### src/rtl/i2s_pkg.sv
// Shared types and constants for the I2S receive path.
package i2s_pkg;

  localparam int I2S_WORD_W = 32;

  typedef enum logic [1:0] {
    ST_IDLE    = 2'd0,
    ST_ALIGN   = 2'd1,
    ST_CAPTURE = 2'd2
  } rx_state_t;

endpackage

### src/rtl/i2s_rx_sync.sv
// Synchronizes the asynchronous I2S pins into i_clk and detects serial-clock rising edges.
module i2s_rx_sync #(
  parameter int SYNC_STAGES = 2
) (
  input  logic i_clk,
  input  logic i_rst_n,
  input  logic i_tclk,
  input  logic i_ws,
  input  logic i_td,
  output logic o_rise,
  output logic o_ws,
  output logic o_td
);

  logic [SYNC_STAGES-1:0] r_tclk_sync;
  logic [SYNC_STAGES-1:0] r_ws_sync;
  logic [SYNC_STAGES-1:0] r_td_sync;
  logic                   r_tclk_prev;

  // Equal-depth chains keep ws/td aligned with the detected tclk edge.
  always_ff @(posedge i_clk or negedge i_rst_n) begin
    if (!i_rst_n) begin
      r_tclk_sync <= '0;
      r_ws_sync   <= '0;
      r_td_sync   <= '0;
      r_tclk_prev <= 1'b0;
    end else begin
      r_tclk_sync <= {r_tclk_sync[SYNC_STAGES-2:0], i_tclk};
      r_ws_sync   <= {r_ws_sync[SYNC_STAGES-2:0], i_ws};
      r_td_sync   <= {r_td_sync[SYNC_STAGES-2:0], i_td};
      r_tclk_prev <= r_tclk_sync[SYNC_STAGES-1];
    end
  end

  assign o_rise = r_tclk_sync[SYNC_STAGES-1] & ~r_tclk_prev;
  assign o_ws   = r_ws_sync[SYNC_STAGES-1];
  assign o_td   = r_td_sync[SYNC_STAGES-1];

endmodule

### src/rtl/i2s_rx.sv
// I2S (Philips) receiver: deserializes left/right words and presents stereo pairs
// on a valid/ready interface, flagging pairs dropped while the consumer stalls.
module i2s_rx
  import i2s_pkg::*;
#(
  parameter int DATA_W      = I2S_WORD_W,
  parameter int SYNC_STAGES = 2
) (
  input  logic              i_clk,
  input  logic              i_rst_n,
  input  logic              i_enable,
  input  logic              i_tclk,
  input  logic              i_ws,
  input  logic              i_td,
  output logic [DATA_W-1:0] o_data_left,
  output logic [DATA_W-1:0] o_data_right,
  output logic              o_valid,
  input  logic              i_ready,
  output logic              o_overrun,
  output logic              o_active
);

  localparam int CNT_W = $clog2(DATA_W + 1);

  logic              w_rise;
  logic              w_ws;
  logic              w_td;
  logic              w_ws_edge;
  logic              w_can_shift;
  logic [DATA_W-1:0] w_shift_next;
  logic [CNT_W-1:0]  w_cnt_next;
  logic [DATA_W-1:0] w_word;
  logic              w_pair;

  rx_state_t         r_state;
  logic              r_ws_prev;
  logic [CNT_W-1:0]  r_bit_cnt;
  logic [DATA_W-1:0] r_shift;
  logic [DATA_W-1:0] r_left_hold;
  logic              r_left_vld;

  // Short words are left-justified; n is always >= 1 when a word completes.
  function automatic logic [DATA_W-1:0] justify(input logic [DATA_W-1:0] w,
                                                input logic [CNT_W-1:0]  n);
    return w << (DATA_W - int'(n));
  endfunction

  i2s_rx_sync #(
    .SYNC_STAGES(SYNC_STAGES)
  ) u_sync (
    .i_clk  (i_clk),
    .i_rst_n(i_rst_n),
    .i_tclk (i_tclk),
    .i_ws   (i_ws),
    .i_td   (i_td),
    .o_rise (w_rise),
    .o_ws   (w_ws),
    .o_td   (w_td)
  );

  // The bit sampled on a ws-change rise is the LSB of the finishing word, so fold it in.
  assign w_ws_edge    = w_rise & (w_ws != r_ws_prev);
  assign w_can_shift  = r_bit_cnt < CNT_W'(DATA_W);
  assign w_shift_next = w_can_shift ? {r_shift[DATA_W-2:0], w_td} : r_shift;
  assign w_cnt_next   = w_can_shift ? r_bit_cnt + CNT_W'(1) : r_bit_cnt;
  assign w_word       = justify(w_shift_next, w_cnt_next);
  assign w_pair       = i_enable && (r_state == ST_CAPTURE) && w_ws_edge &&
                        r_ws_prev && r_left_vld;

  always_ff @(posedge i_clk or negedge i_rst_n) begin
    if (!i_rst_n) begin
      r_state      <= ST_IDLE;
      r_ws_prev    <= 1'b0;
      r_bit_cnt    <= '0;
      r_shift      <= '0;
      r_left_hold  <= '0;
      r_left_vld   <= 1'b0;
      o_data_left  <= '0;
      o_data_right <= '0;
      o_valid      <= 1'b0;
      o_overrun    <= 1'b0;
      o_active     <= 1'b0;
    end else begin
      o_overrun <= 1'b0;
      if (w_rise) r_ws_prev <= w_ws;

      if (w_pair) begin
        if (o_valid && !i_ready) begin
          o_overrun <= 1'b1;
        end else begin
          o_data_left  <= r_left_hold;
          o_data_right <= w_word;
          o_valid      <= 1'b1;
        end
      end else if (o_valid && i_ready) begin
        o_valid <= 1'b0;
      end

      if (!i_enable) begin
        r_state    <= ST_IDLE;
        r_bit_cnt  <= '0;
        r_shift    <= '0;
        r_left_vld <= 1'b0;
        o_valid    <= 1'b0;
        o_active   <= 1'b0;
      end else begin
        case (r_state)
          ST_IDLE: begin
            r_bit_cnt  <= '0;
            r_shift    <= '0;
            r_left_vld <= 1'b0;
            o_valid    <= 1'b0;
            o_active   <= 1'b0;
            r_state    <= ST_ALIGN;
          end
          ST_ALIGN: begin
            // A ws 1->0 change means the next rise carries a left MSB.
            if (w_ws_edge && r_ws_prev) begin
              r_bit_cnt <= '0;
              r_shift   <= '0;
              o_active  <= 1'b1;
              r_state   <= ST_CAPTURE;
            end
          end
          ST_CAPTURE: begin
            if (w_ws_edge) begin
              r_bit_cnt <= '0;
              r_shift   <= '0;
              if (!r_ws_prev) begin
                r_left_hold <= w_word;
                r_left_vld  <= 1'b1;
              end else begin
                r_left_vld  <= 1'b0;
              end
            end else if (w_rise) begin
              r_bit_cnt <= w_cnt_next;
              r_shift   <= w_shift_next;
            end
          end
          default: begin
            r_state  <= ST_IDLE;
            o_active <= 1'b0;
          end
        endcase
      end
    end
  end

endmodule

### config.mk
export PLATFORM = sky130hd
export DESIGN_NAME = i2s_rx
export DESIGN_NICKNAME = d
export VERILOG_FILES = /design/src/rtl/i2s_pkg.sv /design/src/rtl/i2s_rx_sync.sv /design/src/rtl/i2s_rx.sv
export SDC_FILE = /design/constraint.sdc
export NUM_CORES = 1
export LEC_CHECK = 0
export CORE_UTILIZATION = 55
export CTS_CLUSTER_DIAMETER = 120
export DETAILED_ROUTE_END_ITERATION = 12
export PLACE_DENSITY = 0.77
export SLEW_MARGIN = 15
export SYNTH_ARGS = -nofsm -noshare
export SYNTH_HDL_FRONTEND = slang
export SYNTH_SLANG_ARGS = --single-unit
### constraint.sdc
create_clock -name i_clk -period 4.3 [get_ports i_clk]
set_input_delay 0.86 -clock i_clk [delete_from_list [all_inputs] [get_ports i_clk]]
set_output_delay 0.86 -clock i_clk [all_outputs]
set_load 0.01 [all_outputs]
==> impl_metrics.csv <==
group,metric,value,unit
yosys,synth_cell_type_count,69,
setup_path,critical_path_start,"r_bit_cnt[0]",
route,routed_wirelength_normalized_by_instance_count,19.9,um
grt,grt_pass1_vias,6069,
yosys,synth_edf_count,0,
sta,finalHoldWorstSlack,347,ps
floorplanning,die-height,123,um
yosys,cell_taking_the_most_area_after_synthesis,"sky130_fd_sc_hd__dfrtp_1",
route,detail_route.wirelength,20700,um
route,dr.pass1.iters,5,
yosys,synth_fp_nets,794,
setup_path,worstPathCellList,"ha_1 > mux2i_1 > ha_1 > xnor2_2 > xnor2_4 > buf_4 > mux2i_1 > mux4_2 > nand2_1 > o21ai_1 > mux2_4",
setup_path,startpoint_of_the_lowest_slack_register_to_register_path,"r_bit_cnt[0]",
sta,grt_setup_unrepaired,"false",
final_layout,layout.core_utilization,0.683,
power,irDropWorstVdd,311,uV
setup_path,worstSetupPathType,"register to register",
sta,slew_headroom,0.312,
setup_path,worstPathArrival,4020,ps
status,status,"finished clean",
floorplanning,floorplan.die_area,15100,um2
yosys,cell_with_the_most_instances_after_synthesis,"sky130_fd_sc_hd__nand2_1",
sta,final.setup_skew,9.71,ps
grt,antenna_found_initial,0,
sta,fin_crit_sh,0.861,
route,drc_errors,0,
route,via_count,6304,
clock_tree,cts-buffers-inserted,17,
yosys,asyncSetResetFlopFracSynth,1.00,
clock_tree,post_cts_resized,0,
setup_path,reg2reg_depth,11,
yosys,syn-mean-instance-area,10.3,um2
sta,timing_max_transition_violations_final,0,
setup_path,critical-path-slowest-cell,"sky130_fd_sc_hd__dfrtp_1",
clock_tree,clk_transition_reported_paths,60,ps
placement,placed_wire_length_estimate_after_detailed_placement,15000,um
sta,setup_viol,0,
yosys,postSynth.topFlopCell,"sky130_fd_sc_hd__dfrtp_1",
yosys,yosys.area_share.simple,0.155,
route,dr.first_iter.drc_count,527,
floorplanning,die_width,123,um
final_layout,diodes,0,
yosys,post_synth_mux_area_share,0.194,
clock_tree,clock-sinks,148,
min_path,min-delay-path-class,"register to register",
route,antenna_left,0,
setup_path,crit_path_max_fanout,18,
floorplanning,std_cell_rows,43,
clock_tree,clk_path_buf_depth,2,
final_layout,fillers,1057,
placement,buffer_ports.inserted,73,
yosys,syn_inst,785,
setup_path,cp-end-kind,"register",
grt,first_pass_grt_wire_length,33700,um
sta,final_hold_viol_count,0,
power,cellPowerDensity,325,nW/um2
job,max_cap_viol_count,0,
setup_path,rr_endpoint,"r_left_hold[30]",
clock_tree,post-cts-setup-buffer-count,0,
floorplanning,i_o_pin_count,74,
setup_path,crit_path_max_incr_delay,580,ps
yosys,yosysWarningCount,0,
min_path,hp-start,"u_sync.r_ws_sync[0]",
sta,fmax,270,MHz
grt,grt_start_max_net_pins,92,
yosys,mappedNetlistArea,8060,um2
power,leakagePower,4.54,nW
setup_path,crit_end,"r_left_hold[30]",
setup_path,timing.critical_path.buf_inv,1,
yosys,synth_largest_type_area_fraction,0.460,
final_layout,area.growth.synth_to_final,19.5,%
clock_tree,worstSkewPairLatency,430,ps
setup_path,r2r_setup_slack,600,ps
final_layout,num-nets-final,861,
route,detail_route.vias_per_cell,6.04,
clock_tree,cts.hold.buffers_added,0,
clock_tree,clockRootBuffer,"sky130_fd_sc_hd__clkbuf_16",
setup_path,worst_path_dominant_cell_family,"multiplexers",
yosys,adder_cell_share_of_the_synthesized_area,0.00311,
setup_path,required_worst_endpoint,4610,ps
floorplanning,coreArea,14100,um2
yosys,xor_xnor_share_of_the_synthesized_area,0.0233,
yosys,synth_compound_gate_area_share,0.133,
yosys,synth_common_cells,"sky130_fd_sc_hd__nand2_1 (175), sky130_fd_sc_hd__dfrtp_1 (148), sky130_fd_sc_hd__mux2i_1 (62)",
grt,grt_overflow,0,
clock_tree,cts.htree.levels,4,
setup_path,startpoint_type,"register",
yosys,synth_area_leaders,"sky130_fd_sc_hd__dfrtp_1 (46%), sky130_fd_sc_hd__nand2_1 (8.2%), sky130_fd_sc_hd__mux2i_1 (7.7%)",
clock_tree,cts_tree,"yes",
yosys,combinational_family_with_the_most_area_after_synthesis,"multiplexers",
sta,max_slew.worst_pin.slew,1020,ps
final_layout,post_route_cells_drive_above_1_share,0.160,
grt,track_usage,0.296,
yosys,ys_ff_latch,148,
sta,finalCriticalPeriod,3700,ps
setup_path,cp.depth,11,
floorplanning,initial_utilization,0.572,
placement,rd_place_congestion,0.934,
sta,setup_total_negative_slack,0,ps
yosys,synth.yosys.seq_area_share,0.460,
## logic make-up (layout without fill, tap and decap cells)
group / after synthesis / count (layout)
fa+ha+maj: 2 / 2
simple gates: 284 / 284
flops: 148 / 148
compound gates: 156 / 156
xor+xnor: 15 / 15
mux: 128 / 128
buf+inv: 52 / 131
## per-layer routing
metal | up-vias | global-route usage | part of all wire
met5 | - | 0 | 0
met4 | 0 | 0.0904 | 0.020
met3 | 27 | 0.0664 | 0.043
met2 | 178 | 0.457 | 0.47
met1 | 3148 | 0.416 | 0.47
li1 | 2951 | - | -
## placed cells by master, fill, tap and decap left out, drive strengths merged, types with 3 or more instances in the layout
| cell | netlist | final |
|---|---|---|
| a211oi | 4 | 4 |
| a21oi | 15 | 15 |
| a22o | 33 | 33 |
| a22oi | 3 | 3 |
| a31oi | 14 | 14 |
| and2 | 10 | 10 |
| buf | 26 | 25 |
| bufinv | 0 | 5 |
| clkbuf | 22 | 20 |
| clkdlybuf4s50 | 0 | 72 |
| clkinv | 1 | 4 |
| dfrtp | 148 | 148 |
| inv | 2 | 4 |
| mux2 | 49 | 49 |
| mux2i | 62 | 62 |
| mux4 | 17 | 17 |
| nand2 | 175 | 175 |
| nand2b | 8 | 8 |
| nand3 | 6 | 6 |
| nand4b | 3 | 3 |
| nor2 | 47 | 47 |
| nor2b | 5 | 5 |
| nor3 | 14 | 14 |
| o21ai | 51 | 51 |
| o22a | 4 | 4 |
| o22ai | 3 | 3 |
| o31ai | 12 | 12 |
| or2 | 3 | 3 |
| xnor2 | 11 | 11 |
| xor2 | 4 | 4 |
## cell type report
| type | count | area (um2) | share of cell area |
|---|---|---|---|
| Sequential cell | 148 | 3700 | 0.385 |
| Inverter | 3 | 11.3 | 0.00117 |
| Clock inverter | 11 | 198 | 0.0205 |
| Timing Repair Buffer | 97 | 912 | 0.0947 |
| Clock buffer | 20 | 467 | 0.0485 |
| Tap cell | 180 | 225 | 0.0234 |
| Multi-Input combinational cell | 585 | 4110 | 0.427 |
## worst register-to-register path, stage by stage, from the launching register on
cell and delay, ps:
sky130_fd_sc_hd__dfrtp_1 580, sky130_fd_sc_hd__ha_1 330, sky130_fd_sc_hd__mux2i_1 210, sky130_fd_sc_hd__ha_1 360, sky130_fd_sc_hd__xnor2_2 170, sky130_fd_sc_hd__xnor2_4 580, sky130_fd_sc_hd__buf_4 320, sky130_fd_sc_hd__mux2i_1 140
sky130_fd_sc_hd__mux4_2 470, sky130_fd_sc_hd__nand2_1 70, sky130_fd_sc_hd__o21ai_1 80, sky130_fd_sc_hd__mux2_4 270
## through the flow
stage / cells / cell area (um2) / power (mW) / setup WS [ps]
after floorplan: 785 / 8060 / 1.46 / 1200
after global placement: 1013 / 8960 / 1.50 / 789
after detailed placement: 1013 / 8960 / 1.50 / 637
after CTS: 1044 / 9630 / 3.16 / 628
after global routing: 1044 / 9630 / 3.23 / 354
final: 1044 / 9630 / 3.13 / 597
## worst min-delay path by stage
stage	cells past startpoint	to	slack, ps
after CTS	0	u_sync.r_ws_sync[1]	350
final	0	u_sync.r_ws_sync[1]	350
after detailed placement	0	u_sync.r_td_sync[1]	340
after global routing	0	u_sync.r_ws_sync[1]	350
after floorplan	0	u_sync.r_tclk_sync[1]	330
after global placement	0	u_sync.r_ws_sync[1]	340
## sequential cells by signal, summed over array words and instances (netlist names)
register	flops
r_shift	32
u_sync.r_tclk_prev	1
o_overrun	1
o_data_right	32
r_left_hold	32
r_left_vld	1
r_state	2
r_ws_prev	1
r_bit_cnt	6
o_valid	1
u_sync.r_td_sync	2
u_sync.r_tclk_sync	2
o_data_left	32
u_sync.r_ws_sync	2
o_active	1
## report_power, final
group | total [mW] | switching, mW | internal [mW]
logic | 0.0715 | 0.0508 | 0.0207
registers | 1.41 | 0.00622 | 1.40
clock network | 1.66 | 0.579 | 1.08
(Power assumes the default switching activity.)
